File: config.mk
export PLATFORM = sky130hd
export DESIGN_NAME = segre_mem_arbiter
export DESIGN_NICKNAME = d
export VERILOG_FILES = /design/src/rtl/segre_pkg.sv /design/src/rtl/segre_rr_picker.sv /design/src/rtl/segre_mem_arbiter.sv
export SDC_FILE = /design/constraint.sdc
export NUM_CORES = 1
export LEC_CHECK = 0
export BUFFER_PORTS_ARGS = -buffer_cell sky130_fd_sc_hd__buf_2
export CORE_AREA = 2 2 294 296
export CTS_CLUSTER_DIAMETER = 80
export DETAILED_ROUTE_END_ITERATION = 6
export DIE_AREA = 0 0 296 298
export PLACE_DENSITY = 0.38
export SYNTH_ARGS = -nofsm -noshare
export SYNTH_HDL_FRONTEND = slang
export SYNTH_SLANG_ARGS = --single-unit
export TNS_END_PERCENT = 50
File: constraint.sdc
create_clock -name clk_i -period 3.3 [get_ports clk_i]
set_input_delay 0.495 -clock clk_i [delete_from_list [all_inputs] [get_ports clk_i]]
set_output_delay 0.495 -clock clk_i [all_outputs]
set_load 0.005 [all_outputs]
File: src/rtl/segre_pkg.sv
// Shared core definitions: memory op sizes, address/line geometry and
// the arbitration mode selector used by the memory-port arbiter.
package segre_pkg;

  localparam int ADDR_SIZE             = 32;
  localparam int CACHE_LINE_SIZE_BYTES = 16;

  typedef enum logic [1:0] {
    BYTE = 2'b00,
    HALF = 2'b01,
    WORD = 2'b10
  } memop_data_type_e;

  typedef enum logic {
    ARB_RR    = 1'b0,
    ARB_FIXED = 1'b1
  } arb_mode_e;

  // Pointer width that stays legal for a single requestor.
  function automatic int ptr_width(input int n);
    return (n > 1) ? $clog2(n) : 1;
  endfunction

endpackage

File: src/rtl/segre_rr_picker.sv
// Combinational one-hot picker: round-robin starting at ptr, or fixed
// priority with index 0 highest.
module segre_rr_picker
  import segre_pkg::*;
#(
  parameter int NUM_PORTS = 2,
  parameter int PTR_W     = ptr_width(NUM_PORTS)
) (
  input  logic [NUM_PORTS-1:0] req,
  input  logic [PTR_W-1:0]     ptr,
  input  arb_mode_e            mode,
  output logic [NUM_PORTS-1:0] grant
);

  logic [PTR_W-1:0]       start;
  logic [2*NUM_PORTS-1:0] dbl_req;
  logic [2*NUM_PORTS-1:0] dbl_gnt;
  logic [NUM_PORTS-1:0]   rot_req;
  logic [NUM_PORTS-1:0]   rot_gnt;

  // Rotate so the search origin sits at bit 0, take the lowest set bit,
  // then rotate the one-hot result back into port order.
  always_comb begin
    if (mode == ARB_FIXED) begin
      start = '0;
    end else begin
      start = ptr;
    end
    dbl_req = {req, req} >> start;
    rot_req = dbl_req[NUM_PORTS-1:0];
    rot_gnt = rot_req & (~rot_req + NUM_PORTS'(1'b1));
    dbl_gnt = {rot_gnt, rot_gnt} << start;
    grant   = dbl_gnt[2*NUM_PORTS-1:NUM_PORTS];
  end

endmodule

File: src/rtl/segre_mem_arbiter.sv
// Shares the single cache-line memory port among NUM_PORTS requestors:
// latches the winner, holds it until mem_ready_i, routes the response back.
module segre_mem_arbiter
  import segre_pkg::*;
#(
  parameter int        NUM_PORTS      = 2,
  parameter int        ADDR_W         = ADDR_SIZE,
  parameter int        LINE_BYTES     = CACHE_LINE_SIZE_BYTES,
  parameter arb_mode_e ARB_MODE       = ARB_RR,
  parameter int        TIMEOUT_CYCLES = 0
) (
  input  logic                                   clk_i,
  input  logic                                   rsn_i,
  input  logic [NUM_PORTS-1:0]                   req_rd_i,
  input  logic [NUM_PORTS-1:0]                   req_wr_i,
  input  logic [NUM_PORTS-1:0][ADDR_W-1:0]       req_addr_i,
  input  memop_data_type_e [NUM_PORTS-1:0]       req_data_type_i,
  input  logic [NUM_PORTS-1:0][LINE_BYTES-1:0][7:0] req_wr_data_i,
  output logic [NUM_PORTS-1:0]                   req_ready_o,
  output logic [LINE_BYTES-1:0][7:0]             req_rd_data_o,
  output logic [NUM_PORTS-1:0]                   grant_o,
  output logic                                   busy_o,
  output logic                                   timeout_o,
  output logic [ADDR_W-1:0]                      mem_addr_o,
  output logic                                   mem_rd_o,
  output logic                                   mem_wr_o,
  output memop_data_type_e                       mem_data_type_o,
  output logic [LINE_BYTES-1:0][7:0]             mem_wr_data_o,
  input  logic [LINE_BYTES-1:0][7:0]             mem_rd_data_i,
  input  logic                                   mem_ready_i
);

  localparam int   PTR_W  = ptr_width(NUM_PORTS);
  localparam int   TYPE_W = $bits(memop_data_type_e);
  localparam int   LINE_W = LINE_BYTES * 8;
  localparam int   CNT_W  = (TIMEOUT_CYCLES > 0) ? $clog2(TIMEOUT_CYCLES + 1) : 1;
  localparam logic TMO_EN = (TIMEOUT_CYCLES > 0);
  localparam logic [CNT_W-1:0] CNT_MAX = CNT_W'(TIMEOUT_CYCLES);

  typedef enum logic {IDLE = 1'b0, BUSY = 1'b1} state_e;

  state_e                    state_r, state_nxt;
  logic [PTR_W-1:0]          ptr_r, ptr_nxt;
  logic [CNT_W-1:0]          cnt_r, cnt_nxt;
  logic                      timeout_r, timeout_nxt;
  logic [NUM_PORTS-1:0]      grant_r, grant_nxt;
  logic [ADDR_W-1:0]         addr_r, addr_nxt;
  logic                      rd_r, rd_nxt;
  logic                      wr_r, wr_nxt;
  memop_data_type_e          type_r, type_nxt;
  logic [LINE_BYTES-1:0][7:0] wdata_r, wdata_nxt;

  logic [NUM_PORTS-1:0]      requesting;
  logic [NUM_PORTS-1:0]      pick;
  logic [ADDR_W-1:0]         sel_addr;
  logic [TYPE_W-1:0]         sel_type;
  logic [LINE_W-1:0]         sel_wdata;
  logic                      sel_rd;
  logic                      sel_wr;
  logic [PTR_W-1:0]          g_idx;
  logic [PTR_W-1:0]          ptr_after;

  assign requesting = req_rd_i | req_wr_i;

  segre_rr_picker #(
    .NUM_PORTS (NUM_PORTS),
    .PTR_W     (PTR_W)
  ) u_picker (
    .req   (requesting),
    .ptr   (ptr_r),
    .mode  (ARB_MODE),
    .grant (pick)
  );

  // One-hot AND-OR mux of the winning port's request fields.
  always_comb begin
    sel_addr  = '0;
    sel_type  = '0;
    sel_wdata = '0;
    sel_rd    = 1'b0;
    sel_wr    = 1'b0;
    for (int i = 0; i < NUM_PORTS; i++) begin
      sel_addr  |= req_addr_i[i] & {ADDR_W{pick[i]}};
      sel_type  |= req_data_type_i[i] & {TYPE_W{pick[i]}};
      sel_wdata |= req_wr_data_i[i] & {LINE_W{pick[i]}};
      sel_rd    |= req_rd_i[i] & pick[i];
      sel_wr    |= req_wr_i[i] & pick[i];
    end
  end

  // Index of the current owner and the round-robin origin that follows it.
  always_comb begin
    g_idx = '0;
    for (int i = 0; i < NUM_PORTS; i++) begin
      g_idx |= grant_r[i] ? PTR_W'(i) : '0;
    end
    if (g_idx == PTR_W'(NUM_PORTS - 1)) begin
      ptr_after = '0;
    end else begin
      ptr_after = g_idx + PTR_W'(1'b1);
    end
  end

  // Next-state and next-value logic for the transaction FSM.
  always_comb begin
    state_nxt = state_r;
    ptr_nxt   = ptr_r;
    cnt_nxt   = cnt_r;
    grant_nxt = grant_r;
    addr_nxt  = addr_r;
    rd_nxt    = rd_r;
    wr_nxt    = wr_r;
    type_nxt  = type_r;
    wdata_nxt = wdata_r;
    case (state_r)
      IDLE: begin
        cnt_nxt = '0;
        if (|requesting) begin
          state_nxt = BUSY;
          grant_nxt = pick;
          addr_nxt  = sel_addr;
          type_nxt  = memop_data_type_e'(sel_type);
          wdata_nxt = sel_wdata;
          wr_nxt    = sel_wr;
          rd_nxt    = sel_rd & ~sel_wr;
        end else begin
          grant_nxt = '0;
          rd_nxt    = 1'b0;
          wr_nxt    = 1'b0;
        end
      end
      BUSY: begin
        if (mem_ready_i) begin
          state_nxt = IDLE;
          grant_nxt = '0;
          rd_nxt    = 1'b0;
          wr_nxt    = 1'b0;
          ptr_nxt   = ptr_after;
        end else if (cnt_r < CNT_MAX) begin
          cnt_nxt = cnt_r + CNT_W'(1'b1);
        end else begin
          cnt_nxt = cnt_r;
        end
      end
      default: begin
        state_nxt = IDLE;
        grant_nxt = '0;
        rd_nxt    = 1'b0;
        wr_nxt    = 1'b0;
      end
    endcase
    timeout_nxt = timeout_r | (TMO_EN & (cnt_nxt == CNT_MAX));
  end

  // State and output registers with synchronous active-low reset.
  always_ff @(posedge clk_i) begin
    if (!rsn_i) begin
      state_r   <= IDLE;
      ptr_r     <= '0;
      cnt_r     <= '0;
      timeout_r <= 1'b0;
      grant_r   <= '0;
      addr_r    <= '0;
      rd_r      <= 1'b0;
      wr_r      <= 1'b0;
      type_r    <= WORD;
      wdata_r   <= '0;
    end else begin
      state_r   <= state_nxt;
      ptr_r     <= ptr_nxt;
      cnt_r     <= cnt_nxt;
      timeout_r <= timeout_nxt;
      grant_r   <= grant_nxt;
      addr_r    <= addr_nxt;
      rd_r      <= rd_nxt;
      wr_r      <= wr_nxt;
      type_r    <= type_nxt;
      wdata_r   <= wdata_nxt;
    end
  end

  // Completion strobe is combinational so the owner sees it in the ready cycle.
  assign req_ready_o     = (state_r == BUSY) ? (grant_r & {NUM_PORTS{mem_ready_i}}) : '0;
  assign req_rd_data_o   = mem_rd_data_i;
  assign grant_o         = grant_r;
  assign busy_o          = (state_r == BUSY);
  assign timeout_o       = timeout_r;
  assign mem_addr_o      = addr_r;
  assign mem_rd_o        = rd_r;
  assign mem_wr_o        = wr_r;
  assign mem_data_type_o = type_r;
  assign mem_wr_data_o   = wdata_r;

endmodule
==> run summary <==
Outcome: completed
# IOs: 757
Antenna Nets Post-Route: 0
Worst-case reg-to-reg path depth: 4
MaxCap Viol Count: 0
I/O Buffers: 499
Cell Area, Synth: 8200 µm²
DR iter-0 viols: 308
Worst Setup End Kind: flip-flop
Post-synth top area share: 0.410
DRC Markers: 0
WL per Instance: 18.9 µm
Register bit total from synthesis: 168
Clk buf depth: 2
CTS buffer count: 17
Average cell area after synthesis: 9.02 µm²
Worst setup SP type: flip-flop
Dominant cell type by area after synthesis: dfxtp_1
Slowest stage delay, CP: 0.63 ns
Most frequent cells after synthesis: 168 x dfxtp_1, 164 x inv_1, 161 x a221o_1, 161 x nor4_1, 140 x buf_4
Largest net degree at the start of global routing: 106
Main synth FF type: dfxtp_1
Die ar.: 88200 µm²
Post-Syn Nets: 1368
Hold_sp: req_addr_i[62]
Crit path max fanout: 60
VDD IR-drop max: 400 µV
Ys Warns: 0
Core Area: 84900 µm²
Post-synth EDFFs: 0
Period Utilization, post-route: 0.668
Final Total Pwr: 0.00560 W
Hold-fix buffers at CTS: 0
Worst rel slew slack: 0.352
Root buf cell: clkbuf_16
Wirelength, routed: 45100 µm
Finished Core Util: 0.137
Final nets: 1687
CTS tree: yes
Worst EP required: 3.70 ns
Total number of vias: 8421
Core Rows: 107
Clock-pin slew on the worst setup and hold paths: 0.08 ns
Unrepaired setup endpoints after global routing: false
Worst r2r dst: mem_addr_o[9]$_SDFFE_PN0P_
P&R area growth vs syn: 42.1%
FF-to-FF Start: busy_o$_SDFF_PN0_
Crit path to: mem_addr_o[9]$_SDFFE_PN0P_
Top-count cell post-synth: dfxtp_1
Number of vias per cell: 3.53
Drt pass-1 iters: 4
CTS resizes: 0
Final setup fails: 0
Sink Count: 168
WS Path Type: reg -> reg
Min Tclk post-route: 2.20 ns
Flop2flop setup slack: 1.10 ns
Max Clk Rate: 454 MHz
Worst Max-Slew Pin Slew: 0.972 ns
HP Class: in -> reg
DP Worst Slack: 0.961 ns
Max H-tree Level: 4
Initial Util: 0.0966
Layout cells sized above 1: 0.452
Clk Latency, worst-skew pair: 0.50 ns
Die Y: 298 µm
Critical path launch point: busy_o$_SDFF_PN0_
Max-slew violation count: 0
Critical path's slowest cell: dfxtp_1
Total Routing Usage GR: 0.0975
Initial antenna violation count: 15
Worst path arrival time: 2.60 ns
Post-synthesis cell type count: 31
Post-DP HPWL: 35800 µm
LEAKAGE: 5.57 nW
RePlAce Congestion: 0.749
Chip width: 296 µm
Synth area leaders: dfxtp_1 41%, a221o_1 20%, buf_4 13%, nor4_1 12%, inv_1 7.5%
GR Overflow Total: 0
Post-synth ARST share: 0
Post-CTS setup buffers: 0
Number of global-route vias before repair: 8616
First-pass GRT wire length: 61200 µm
Hold violation count in the final report: 0
Setup TNS: 0 ns
Seq/Total Area, Yosys: 0.410
Post-route worst setup slack: 1.10 ns
Synthesized instance count: 909
Pwr dens: 480 nW/µm²
Clock skew: 0.00915 ns
Critical Path, Cell by Cell: nand2b_4 -> buf_4 -> nor4_1 -> a221o_1
==> metal layers <==
layer / track usage / up-vias / share of wire
met1: 0.0906 / 3928 / 0.34
met2: 0.165 / 486 / 0.47
met4: 0.0521 / 14 / 0.050
li1: - / 3868 / -
met3: 0.0598 / 125 / 0.14
met5: 0 / - / 0.0018
==> through the flow <==
| stage | hold slack, ns | cells | area (µm²) |
|---|---|---|---|
| 6_report | 0.211 | 2387 | 11600 |
| 5_1_grt | 0.160 | 2385 | 11600 |
| 4_1_cts | 0.147 | 2385 | 11600 |
| 3_5_place_dp | 0.465 | 2353 | 11100 |
| 3_3_place_gp | 0.464 | 2353 | 11100 |
| 2_1_floorplan | 0.454 | 909 | 8200 |
==> cells by family (layout without fill, tap and decap cells) <==
family,Yosys count,in the layout,synth area share
DFF,168,168,0.410
AOI/OAI and AO/OA,176,176,0.210
and+or+nand+nor,180,180,0.135
buffers and inverters,384,716,0.243
other,1,3,0.000458
==> flip-flops by register name, indices dropped and copies added, names as in the netlist <==
name / count
busy_o: 1
grant_o: 2
mem_addr_o: 32
mem_data_type_o: 2
mem_rd_o: 1
mem_wr_data_o: 128
mem_wr_o: 1
ptr_r: 1
==> placed cells by master, fill, tap and decap left out, drive strengths merged <==
cell type and n:
o2bb2ai 1, a21oi 4, dfxtp 168, clkinvlp 2
o21a 2, clkinv 3, or4 1, a21bo 1
a221o 161, o32a 1, nor2 4, and3 3
a31o 1, nor4 161, nor2b 1, nor3b 1
nand2b 1, o21bai 1, o21ai 1, or4b 1
nand3 2, inv 173, o211ai 1, nand2 4
a21boi 1, clkbuf 17, buf 520, bufinv 1
or2 1, o2111ai 1, diode 2, conb 1
==> critical path, delay by kind of cell, from the launching register on <==
kind	cells	cell delay (ns)
flip-flops	1	0.63
buffers and inverters	1	0.57
AND/OR/NAND/NOR	2	0.49
AO/OA/AOI/OAI	1	0.30
==> report_power, final <==
part / internal (W) / switching (W)
Combinational: 0.000522 / 0.000577
Sequential: 0.00224 / 0.000120
Clock: 0.00107 / 0.00107
==> how the worst min path moves through the flow <==
| stage | slack, ns | endpoint | cells past startpoint |
|---|---|---|---|
| global route | 0.16 | mem_addr_o[28]$_SDFFE_PN0P_ | 2 |
| CTS | 0.15 | mem_addr_o[9]$_SDFFE_PN0P_ | 2 |
| finish | 0.21 | mem_addr_o[30]$_SDFFE_PN0P_ | 2 |
| floorplan | 0.45 | grant_o[1]$_SDFFE_PN0P_ | 2 |
| global placement | 0.46 | mem_wr_data_o[76]$_SDFFE_PN0P_ | 1 |
| detailed placement | 0.47 | mem_wr_data_o[73]$_SDFFE_PN0P_ | 1 |
==> cell type report <==
cell class	count	area, µm²
fillers	9797	73200
well taps	1144	1430
inverters	164	616
multi-input cells	357	2870
clock inverters	15	155
diodes	2	5.00
flip-flops and latches	168	3360
clock buffers	17	425
repair buffers	520	2780
(Power assumes the default switching activity.)
